### src/rtl/simon_datapath.sv
// Simon game datapath: stores the growing pattern sequence, steps through it
// for playback and the end-of-game display, checks player repeats against it,
// and reports status flags back to the control FSM. One clock = one step.
module simon_datapath #(
    parameter int DEPTH = 64
) (
    input  logic       clk,
    input  logic       rst,
    input  logic       level,
    input  logic [3:0] pattern,
    input  logic       w_en,
    input  logic [1:0] sel,
    input  logic       clr_cnt,
    output logic       is_legal,
    output logic       play_eq_count,
    output logic       repeat_eq_play,
    output logic       input_eq_pattern,
    output logic [3:0] pattern_leds
);

    localparam int CW = $clog2(DEPTH + 1);
    localparam int PW = $clog2(DEPTH);

    localparam logic [1:0] SEL_PLAYBACK = 2'b00;
    localparam logic [1:0] SEL_REPEAT   = 2'b01;
    localparam logic [1:0] SEL_DONE     = 2'b10;

    // True when exactly one of the four pattern bits is set.
    function automatic logic one_hot(input logic [3:0] p);
        return (p == 4'b0001) || (p == 4'b0010) || (p == 4'b0100) || (p == 4'b1000);
    endfunction

    logic [3:0]    mem_r [DEPTH];
    logic [CW-1:0] count_r;
    logic [PW-1:0] play_ptr_r;
    logic [PW-1:0] rep_ptr_r;
    logic          level_r;

    logic [PW-1:0] last_s;
    logic          empty_s;
    logic          is_legal_s;
    logic          play_last_s;
    logic          rep_last_s;
    logic          match_s;
    logic [PW-1:0] play_next_s;
    logic [PW-1:0] rep_next_s;
    logic          wr_en_s;
    logic [3:0]    leds_s;

    // Index of the newest stored entry; pinned to 0 when nothing is stored.
    always_comb begin
        empty_s = (count_r == CW'(0));
        if (empty_s) begin
            last_s = '0;
        end else begin
            last_s = PW'(count_r - CW'(1));
        end
    end

    // Status flags and wrapping pointer increments.
    always_comb begin
        is_legal_s  = (count_r != CW'(DEPTH)) && (pattern != 4'b0000) &&
                      (level_r || one_hot(pattern));
        play_last_s = (play_ptr_r == last_s);
        rep_last_s  = (rep_ptr_r == last_s);
        match_s     = (pattern == mem_r[rep_ptr_r]);
        if (play_last_s) begin
            play_next_s = '0;
        end else begin
            play_next_s = play_ptr_r + PW'(1);
        end
        if (rep_last_s) begin
            rep_next_s = '0;
        end else begin
            rep_next_s = rep_ptr_r + PW'(1);
        end
        wr_en_s = !rst && !clr_cnt && w_en && is_legal_s;
    end

    // LED source: live pattern while entering/repeating, stored entry while showing.
    always_comb begin
        leds_s = 4'b0000;
        if (w_en) begin
            leds_s = pattern;
        end else begin
            case (sel)
                SEL_PLAYBACK, SEL_DONE: begin
                    if (empty_s) begin
                        leds_s = 4'b0000;
                    end else begin
                        leds_s = mem_r[play_ptr_r];
                    end
                end
                SEL_REPEAT: leds_s = pattern;
                default:    leds_s = 4'b0000;
            endcase
        end
    end

    assign is_legal         = is_legal_s;
    assign play_eq_count    = play_last_s;
    assign repeat_eq_play   = rep_last_s;
    assign input_eq_pattern = match_s;
    assign pattern_leds     = leds_s;

    // Pattern storage; contents survive reset and clear, only count gates visibility.
    always_ff @(posedge clk) begin
        if (wr_en_s) begin
            mem_r[count_r[PW-1:0]] <= pattern;
        end
    end

    // Count, pointers and latched difficulty level.
    always_ff @(posedge clk) begin
        if (rst) begin
            count_r    <= '0;
            play_ptr_r <= '0;
            rep_ptr_r  <= '0;
            level_r    <= level;
        end else if (clr_cnt) begin
            count_r    <= '0;
            play_ptr_r <= '0;
            rep_ptr_r  <= '0;
        end else if (w_en) begin
            if (is_legal_s) begin
                count_r <= count_r + CW'(1);
            end
            play_ptr_r <= '0;
            rep_ptr_r  <= '0;
        end else begin
            case (sel)
                SEL_PLAYBACK: begin
                    play_ptr_r <= play_next_s;
                    rep_ptr_r  <= '0;
                end
                SEL_REPEAT: begin
                    play_ptr_r <= '0;
                    if (match_s) begin
                        rep_ptr_r <= rep_next_s;
                    end
                end
                SEL_DONE: begin
                    play_ptr_r <= play_next_s;
                end
                default: begin
                    play_ptr_r <= play_ptr_r;
                end
            endcase
        end
    end

endmodule

### config.mk
export PLATFORM = sky130hd
export DESIGN_NAME = simon_datapath
export DESIGN_NICKNAME = d
export VERILOG_FILES = /design/src/rtl/simon_datapath.sv
export SDC_FILE = /design/constraint.sdc
export NUM_CORES = 1
export LEC_CHECK = 0
export CORE_UTILIZATION = 60
export CTS_CLUSTER_SIZE = 14
export DETAILED_ROUTE_END_ITERATION = 6
export PLACE_DENSITY = 0.77
export SYNTH_ARGS = -nofsm -noshare
export SYNTH_HDL_FRONTEND = slang
export SYNTH_SLANG_ARGS = --single-unit
### constraint.sdc
create_clock -name clk -period 4.95 [get_ports clk]
set_clock_uncertainty 0.05 [all_clocks]
set_input_delay 0.99 -clock clk [delete_from_list [all_inputs] [get_ports clk]]
set_output_delay 0.99 -clock clk [all_outputs]
set_load 0.01 [all_outputs]
# Yosys cells after proc, flatten, opt, wreduce, memory -nomap -nowiden
# Memories as Yosys holds them, arrays and structs flattened. A register that Yosys moved wholly into a read port is not among the register bits.
# Index checks and enable logic that the tools add are counted.
# word_totals
ff_bits,20
latchBits,0
mem_bits_rw,256
mem_bits_ro,0
inputBits,11
out_inout_bits,8
wordCells,56
memories,1
# memory_table
memory,words,width,rd,rd_ports_with_merged_regs,write_ports,line_no,text
mem_r,64,4,2,2,1,33,logic [3:0] mem_r [DEPTH];
# classes
add_sub_neg,4
multipliers,0
n_div,0
n_lt_le_gt_ge,0
n_eq_ne,11
n_shift,0
mux,15
bitwise_logic,0
reduce_logical,21
# op_table
op,count
$mux 6,8
$pmux 6 s2,2
$add 6x1->6 const B,2
$eq 6x6->1,2
$mux 4,2
$pmux 4 s2,1
$add 7x1->7 const B,1
$logic_not 7->1,1
$ne 7x7->1 const B,1
$sub 6x1->6 const B,1
$logic_and 1x1->1,5
$eq 4x1->1 const B,1
$eq 4x2->1 const B,1
$eq 4x3->1 const B,1
$eq 4x4->1,1
$eq 4x4->1 const B,1
$logic_or 1x1->1,4
$reduce_and 2->1,2
$reduce_bool 2->1,2
$reduce_bool 4->1,1
$reduce_or 2->1,2
$reduce_or 3->1,1
$eq 2x1->1 const B,1
$eq 2x2->1 const B,1
4 further kinds,6

# Logic depth before layout (Yosys ltp)
# Gate-level depths: netlist (run 1).
# logic_depth
ltp_word,9
depth_mapped,13
depth_no_buf,11

# Worst setup path after synthesis (run 1)
# OpenSTA, ideal clock, no wires.
# synth_timing
kind,register to output
from,register (tool-made name)
to,output pattern_leds[0]
arrival_ns,2.838
path_slack_ns,1.072
path_stages_with_launch,8
path_buffers,2
path_cell_list,dfxtp_1 > clkbuf_1 > buf_1 > mux4_2 > mux4_2 > mux4_2 > nand2b_1 > nand2_1
# synth_lines
item,line_no,text
to (decl),18,output logic [3:0] pattern_leds

==> results.cfg, run 1 <==
[global_route]
first_global_vias = 9061
grt_max_degree = 67
antenna_found_initial = 0
track_usage_pct = 34.6
grt_pass1_wl_mm = 60.0
grt_remaining_overflow = 0

[drt]
via_per_inst = 7.24
wirelength_mm = 39.9
vias = 9178
first_pass_iters = 6
dr.first_iter.drc_count = 1270
wl_per_cell_um = 31.5
drcViolationCount = 0
postRouteAntennaNets = 0

[cells_and_area]
drive_gt1_share_pct = 23.3
stdcell_count = 1267
synthToLayoutAreaGrowth_pct = 10.7
fill_cells = 1525
num_antenna_cells = 0
final_nets = 948

[synth]
synth_edf_count = 257
synth_mux_area_share_pct = 23.1
synth_fp_nets = 926
synth-seq-area-share_pct = 58.9
ys_warn_count = 0
synth_common_cells = 257 x edfxtp_1, 119 x mux4_2, 102 x nor2_1
syn_inst = 910
avgSynthCellArea_um2 = 15.6
synth.cell_area_mm2 = 0.0142
synth_top_area_cell = edfxtp_1
async_reset_ff_share_pct = 0
yosysMostFrequentCell = edfxtp_1
yosys.cell_types.count = 73
synth_compound_area_share_pct = 5.26
synthTopCellsByArea = edfxtp_1 54%, mux4_2 19%, dfxtp_1 4.4%, mux2i_1 3.7%, nor2_1 2.7%
synth_top_family_by_area = multiplexers
ys_ff_latch = 288
synth_xor_area_share_pct = 1.40
ys.flop_type = edfxtp_1
yosysTopAreaCellShare_pct = 54.5
synthSimpleGateAreaFrac_pct = 8.51
synthAdderAreaFrac_pct = 0.512

[setup_path]
cp_max_fo = 25
cp.depth = 7
crit_slowest_cell = dfxtp_4
critical_path_required_ns = 3.91
critPathMaxStageDelay_ns = 0.65
crit_type = flop to output port
endpoint_kind = output port
worst-path-buf-inv = 2
crit_chain = buf_12 -> mux4_2 -> mux4_2 -> mux4_2 -> nand2b_1 -> nand2_1 -> clkdlybuf4s50_1
worstPathArrival_ns = 3.80
crit_path_start_kind = flop
crit_family = multiplexers
cp_common_cell = mux4_2
reg2regPathDepth = 9

[place]
place.gp.congestion = 1.01
placedCellCount = 1213
post-dp-hpwl_mm = 27.8
pre_cts_ws_ns = 0.554
port_buffers = 18

[sta]
rsz0062_at_grt = true
slew_viol_final = 0
tightest_slew_ns = 0.989
fmax_mhz = 207
min_period_ns = 4.84
hold_viol_final = 0
period_share_pct = 97.8
relSlewSlack_pct = 34.0
timing.hold.ws_ns = 0.523
final.setup.worst_slack_ns = 0.109
setup_viol = 0

[clocking]
cts.sinks = 288
root_buffer = clkbuf_16
htreeDepth = 1
cts_buffers = 29
clk_latency_ns = 0.55
cts_hold_buffers = 0
clkTransAtPathRegs_ns = 0.06
cts_tree = yes
cts_buffer_depth = 3

[die]
io_pins = 19
dieHeight_um = 156
rows = 55
start_util_pct = 61.8
coreArea_mm2 = 0.0229
dieArea_mm2 = 0.0242
fp.dieW_um = 156

[outcome]
status = finished clean

[power_and_ir_drop]
powerDensity_mw_per_mm2 = 314
p_leak_uw = 0.00466
vdd_ir_drop_max_mv = 0.322

[worst_hold_path]
hold_path_class = flop to flop
worstHoldPathCells = 2

[job]
drv_cap = 0
-- stage by stage --
stage	TNS, ns	utilization (%)	instance area (µm²)	power [µW]
after global routing	-0.0161	68.5	15700	5030
final	0	68.5	15700	4930
after global placement	0	64.4	14800	2860
after detailed placement	0	64.4	14800	2870
after CTS	0	68.4	15700	4940
after floorplan	0	-	14200	2780
-- power breakdown --
group | internal (µW) | switching [µW] | leakage, µW
combinational | 64.2 | 105 | 0.00165
sequential | 2640 | 4.73 | 0.00256
clock | 1210 | 901 | 0.000443
total | 3920 | 1010 | 0.00466
-- metal layers --
layer	wire length, µm	vias up	track usage, %	share of wire, %
met3	4890	94	6.92	12
met4	1300	0	11.7	3.3
li1	-	3719	-	-
met5	0	-	0	0
met2	19100	742	55.5	48
met1	14600	4623	47.8	37
-- sequential cells by signal (all words and copies together) (netlist names), named ones only --
signal / cells
count_r: 7
level_r: 1
mem_r: 256
play_ptr_r: 6
rep_ptr_r: 6
-- worst min-delay path, cell delays in order (launching register included) --
cell	delay, ns
dfxtp_1	0.36
o31ai_1	0.09
a211oi_1	0.08
-- final cells by class --
cell class | count | area, µm² | area share, %
clock buffers | 38 | 779 | 4.97
clock inverters | 15 | 133 | 0.845
inverters | 10 | 37.5 | 0.239
multi-input cells | 549 | 5500 | 35.0
flip-flops and latches | 288 | 8360 | 53.3
well taps | 313 | 392 | 2.50
repair buffers | 54 | 493 | 3.14
-- placed cells by master (no fill, tap or decap), types with 16 or more instances in the layout --
master | netlist | final
nor2_1 | 102 | 102
nand2_1 | 38 | 38
mux4_2 | 119 | 119
mux2i_1 | 53 | 53
nor2b_1 | 16 | 16
buf_4 | 3 | 31
edfxtp_1 | 257 | 257
nand3_1 | 20 | 20
dfxtp_1 | 31 | 25
clkbuf_16 | 0 | 29
-- kinds of logic (layout without fill, tap and decap cells) --
| group | count (synthesis) | count (layout) |
|---|---|---|
| flops | 288 | 288 |
| simple gates | 246 | 246 |
| mux | 177 | 177 |
| compound gates | 99 | 99 |
| buf+inv | 73 | 117 |
| xor+xnor | 21 | 21 |
| fa+ha+maj | 6 | 6 |
-- path summary, 6_finish.rpt --
path                                               to                       from  slack [ns]
worst min register to register                   flop  rep_ptr_r[5]$_SDFFE_PP0P_        0.52
worst min-delay path                             flop  rep_ptr_r[5]$_SDFFE_PP0P_        0.52
worst max register to register  mem_r[6][2]$_DFFE_PP_    count_r[0]$_SDFFE_PP0P_        1.43
worst max-delay path                  pattern_leds[1]                       flop        0.11
-- what timing repair did --
item,in CTS,in global routing
pin swaps,0,2
buffers inserted,0,1
setup endpoints to repair,1,2
gates resized for setup,2,6
Power figures use the tool's default switching activity.
==> inputs of run 2 (changes only) <==
- SETUP_SLACK_MARGIN: default -> 0.1
- TNS_END_PERCENT: default -> 100
==> results.cfg, run 2 (synthesized netlist as in run 1, its figures left out) <==
[setup_path]
crit_type = flop to output port
crit_slowest_cell = dfxtp_4
r2r-start = count_r[0]$_SDFFE_PP0P_
cp_max_fo = 24
worst-path-buf-inv = 2
r2r-end = mem_r[6][1]$_DFFE_PP_
crit_family = buffers and inverters
critPathMaxStageDelay_ns = 0.62
worstPathArrival_ns = 3.75
reg2regPathDepth = 9
crit_path_start_kind = flop
r2r_slack_ns = 1.40
crit_chain = buf_4 -> nor2b_1 -> a221o_1 -> o221ai_1 -> o22a_1 -> xnor2_1 -> nand3_1 -> nor2_1 -> clkdlybuf4s50_1
endpoint_kind = output port
critical_path_required_ns = 3.91

[cells_and_area]
num_antenna_cells = 0
stdcell_count = 1288
final_nets = 969
synthToLayoutAreaGrowth_pct = 11.8
largest_reg_flops = 256
drive_gt1_share_pct = 24.9
final_cell_mix = 257 x edfxtp_1, 119 x mux4_2, 102 x nor2_1, 53 x mux2i_1, 52 x buf_4
final_common_cell = edfxtp_1

[place]
port_buffers = 18
place.gp.congestion = 1.01
placedCellCount = 1213
post-dp-hpwl_mm = 27.8
pre_cts_ws_ns = 0.554

[clocking]
cts_tree = yes
htreeDepth = 1
clk_latency_ns = 0.55
clkTransAtPathRegs_ns = 0.06
cts_hold_buffers = 0
cts.sinks = 288
cts_buffer_depth = 3
cts_buffers = 29
root_buffer = clkbuf_16

[sta]
final.setup.worst_slack_ns = 0.164
fmax_mhz = 209
hold_viol_final = 0
setup_tns_ns = 0
relSlewSlack_pct = 34.8
min_period_ns = 4.79
tightest_slew_ns = 0.976
period_share_pct = 96.7
slew_viol_final = 0
rsz0062_at_grt = true
setup_viol = 0

[drt]
wirelength_mm = 40.2
wl_per_cell_um = 31.2
wl_met3_mm = 4.91
dr.first_iter.drc_count = 1365
vias = 9289
drcViolationCount = 0
first_pass_iters = 6
dr_wl_met2_mm = 19.2
via_per_inst = 7.21
topRoutingLayerUsed = met4
wirelength_met1_mm = 14.6
postRouteAntennaNets = 0

[power_and_ir_drop]
switching_share_pct = 20.6
p_leak_uw = 0.00477
powerDensity_mw_per_mm2 = 312
vdd_ir_drop_max_mv = 0.322
p_switching_uw = 1020
pwr-share-clk_pct = 42.8
combPwrFrac_pct = 3.6
p_seq_share_pct = 53.6
internal_power_uw = 3920

[die]
start_util_pct = 61.8
fp.dieW_um = 156
coreArea_mm2 = 0.0229
dieHeight_um = 156
io_pins = 19
rows = 55
dieArea_mm2 = 0.0242

[global_route]
first_global_vias = 9072
grt_max_degree = 67
antenna_found_initial = 0
grt_remaining_overflow = 0
track_usage_pct = 34.6
grt_pass1_wl_mm = 60.0

[worst_hold_path]
worstHoldPathCells = 2
hold_start = rep_ptr_r[5]$_SDFFE_PP0P_
hold_path_class = flop to flop

[job]
drv_cap = 0

[outcome]
status = finished clean
-- run 2: worst min-delay path: stages, from the launching register on --
cell and delay [ns]:
dfxtp_1 0.36, o31ai_1 0.09, a211oi_1 0.08
-- run 2: how the worst max path moves through the flow --
stage	from	to	slack [ns]	depth (start not counted)
2_1_floorplan	flop	pattern_leds[0]	1.07	7
3_3_place_gp	flop	input_eq_pattern	0.56	9
3_5_place_dp	flop	input_eq_pattern	0.55	9
4_1_cts	flop	pattern_leds[1]	0.12	7
5_1_grt	flop	input_eq_pattern	0.02	9
6_report	flop	input_eq_pattern	0.16	9
-- run 2: power by group through the flow --
stage | registers (µW) | clock network, µW | logic (µW)
after floorplan | 2700 | 0 | 85.4
after global placement | 2700 | 0 | 161
after detailed placement | 2700 | 0 | 166
after CTS | 2650 | 2120 | 168
after global routing | 2650 | 2200 | 187
final | 2650 | 2110 | 176
-- run 2: what timing repair did --
| action | CTS | global route |
|---|---|---|
| gates resized for setup | 5 | 3 |
| gates cloned | 0 | 0 |
| setup endpoints to repair | 2 | 6 |
| buffers inserted | 2 | 20 |
| pin swaps | 1 | 2 |
-- run 2: routing by layer --
| layer | vias to the layer above | global-route usage, % |
|---|---|---|
| met3 | 109 | 6.92 |
| met1 | 4647 | 47.7 |
| li1 | 3760 | - |
| met4 | 0 | 11.6 |
| met5 | - | 0 |
| met2 | 773 | 55.6 |
-- run 2: final cells by class --
type	instances	area, µm²
flip-flops and latches	288	8360
fillers	1501	7070
multi-input cells	549	5500
clock buffers	38	779
repair buffers	75	651
well taps	313	392
clock inverters	15	133
inverters	10	37.5
-- run 2: per-stage QoR --
stage | total power (µW) | cell area, µm² | utilization [%] | hold WS (ns)
global placement | 2860 | 14800 | 64.4 | 0.509
CTS | 4940 | 15700 | 68.5 | 0.516
floorplan | 2780 | 14200 | - | 0.449
finish | 4940 | 15800 | 69.1 | 0.526
detailed placement | 2870 | 14800 | 64.4 | 0.503
global route | 5030 | 15800 | 69.1 | 0.562
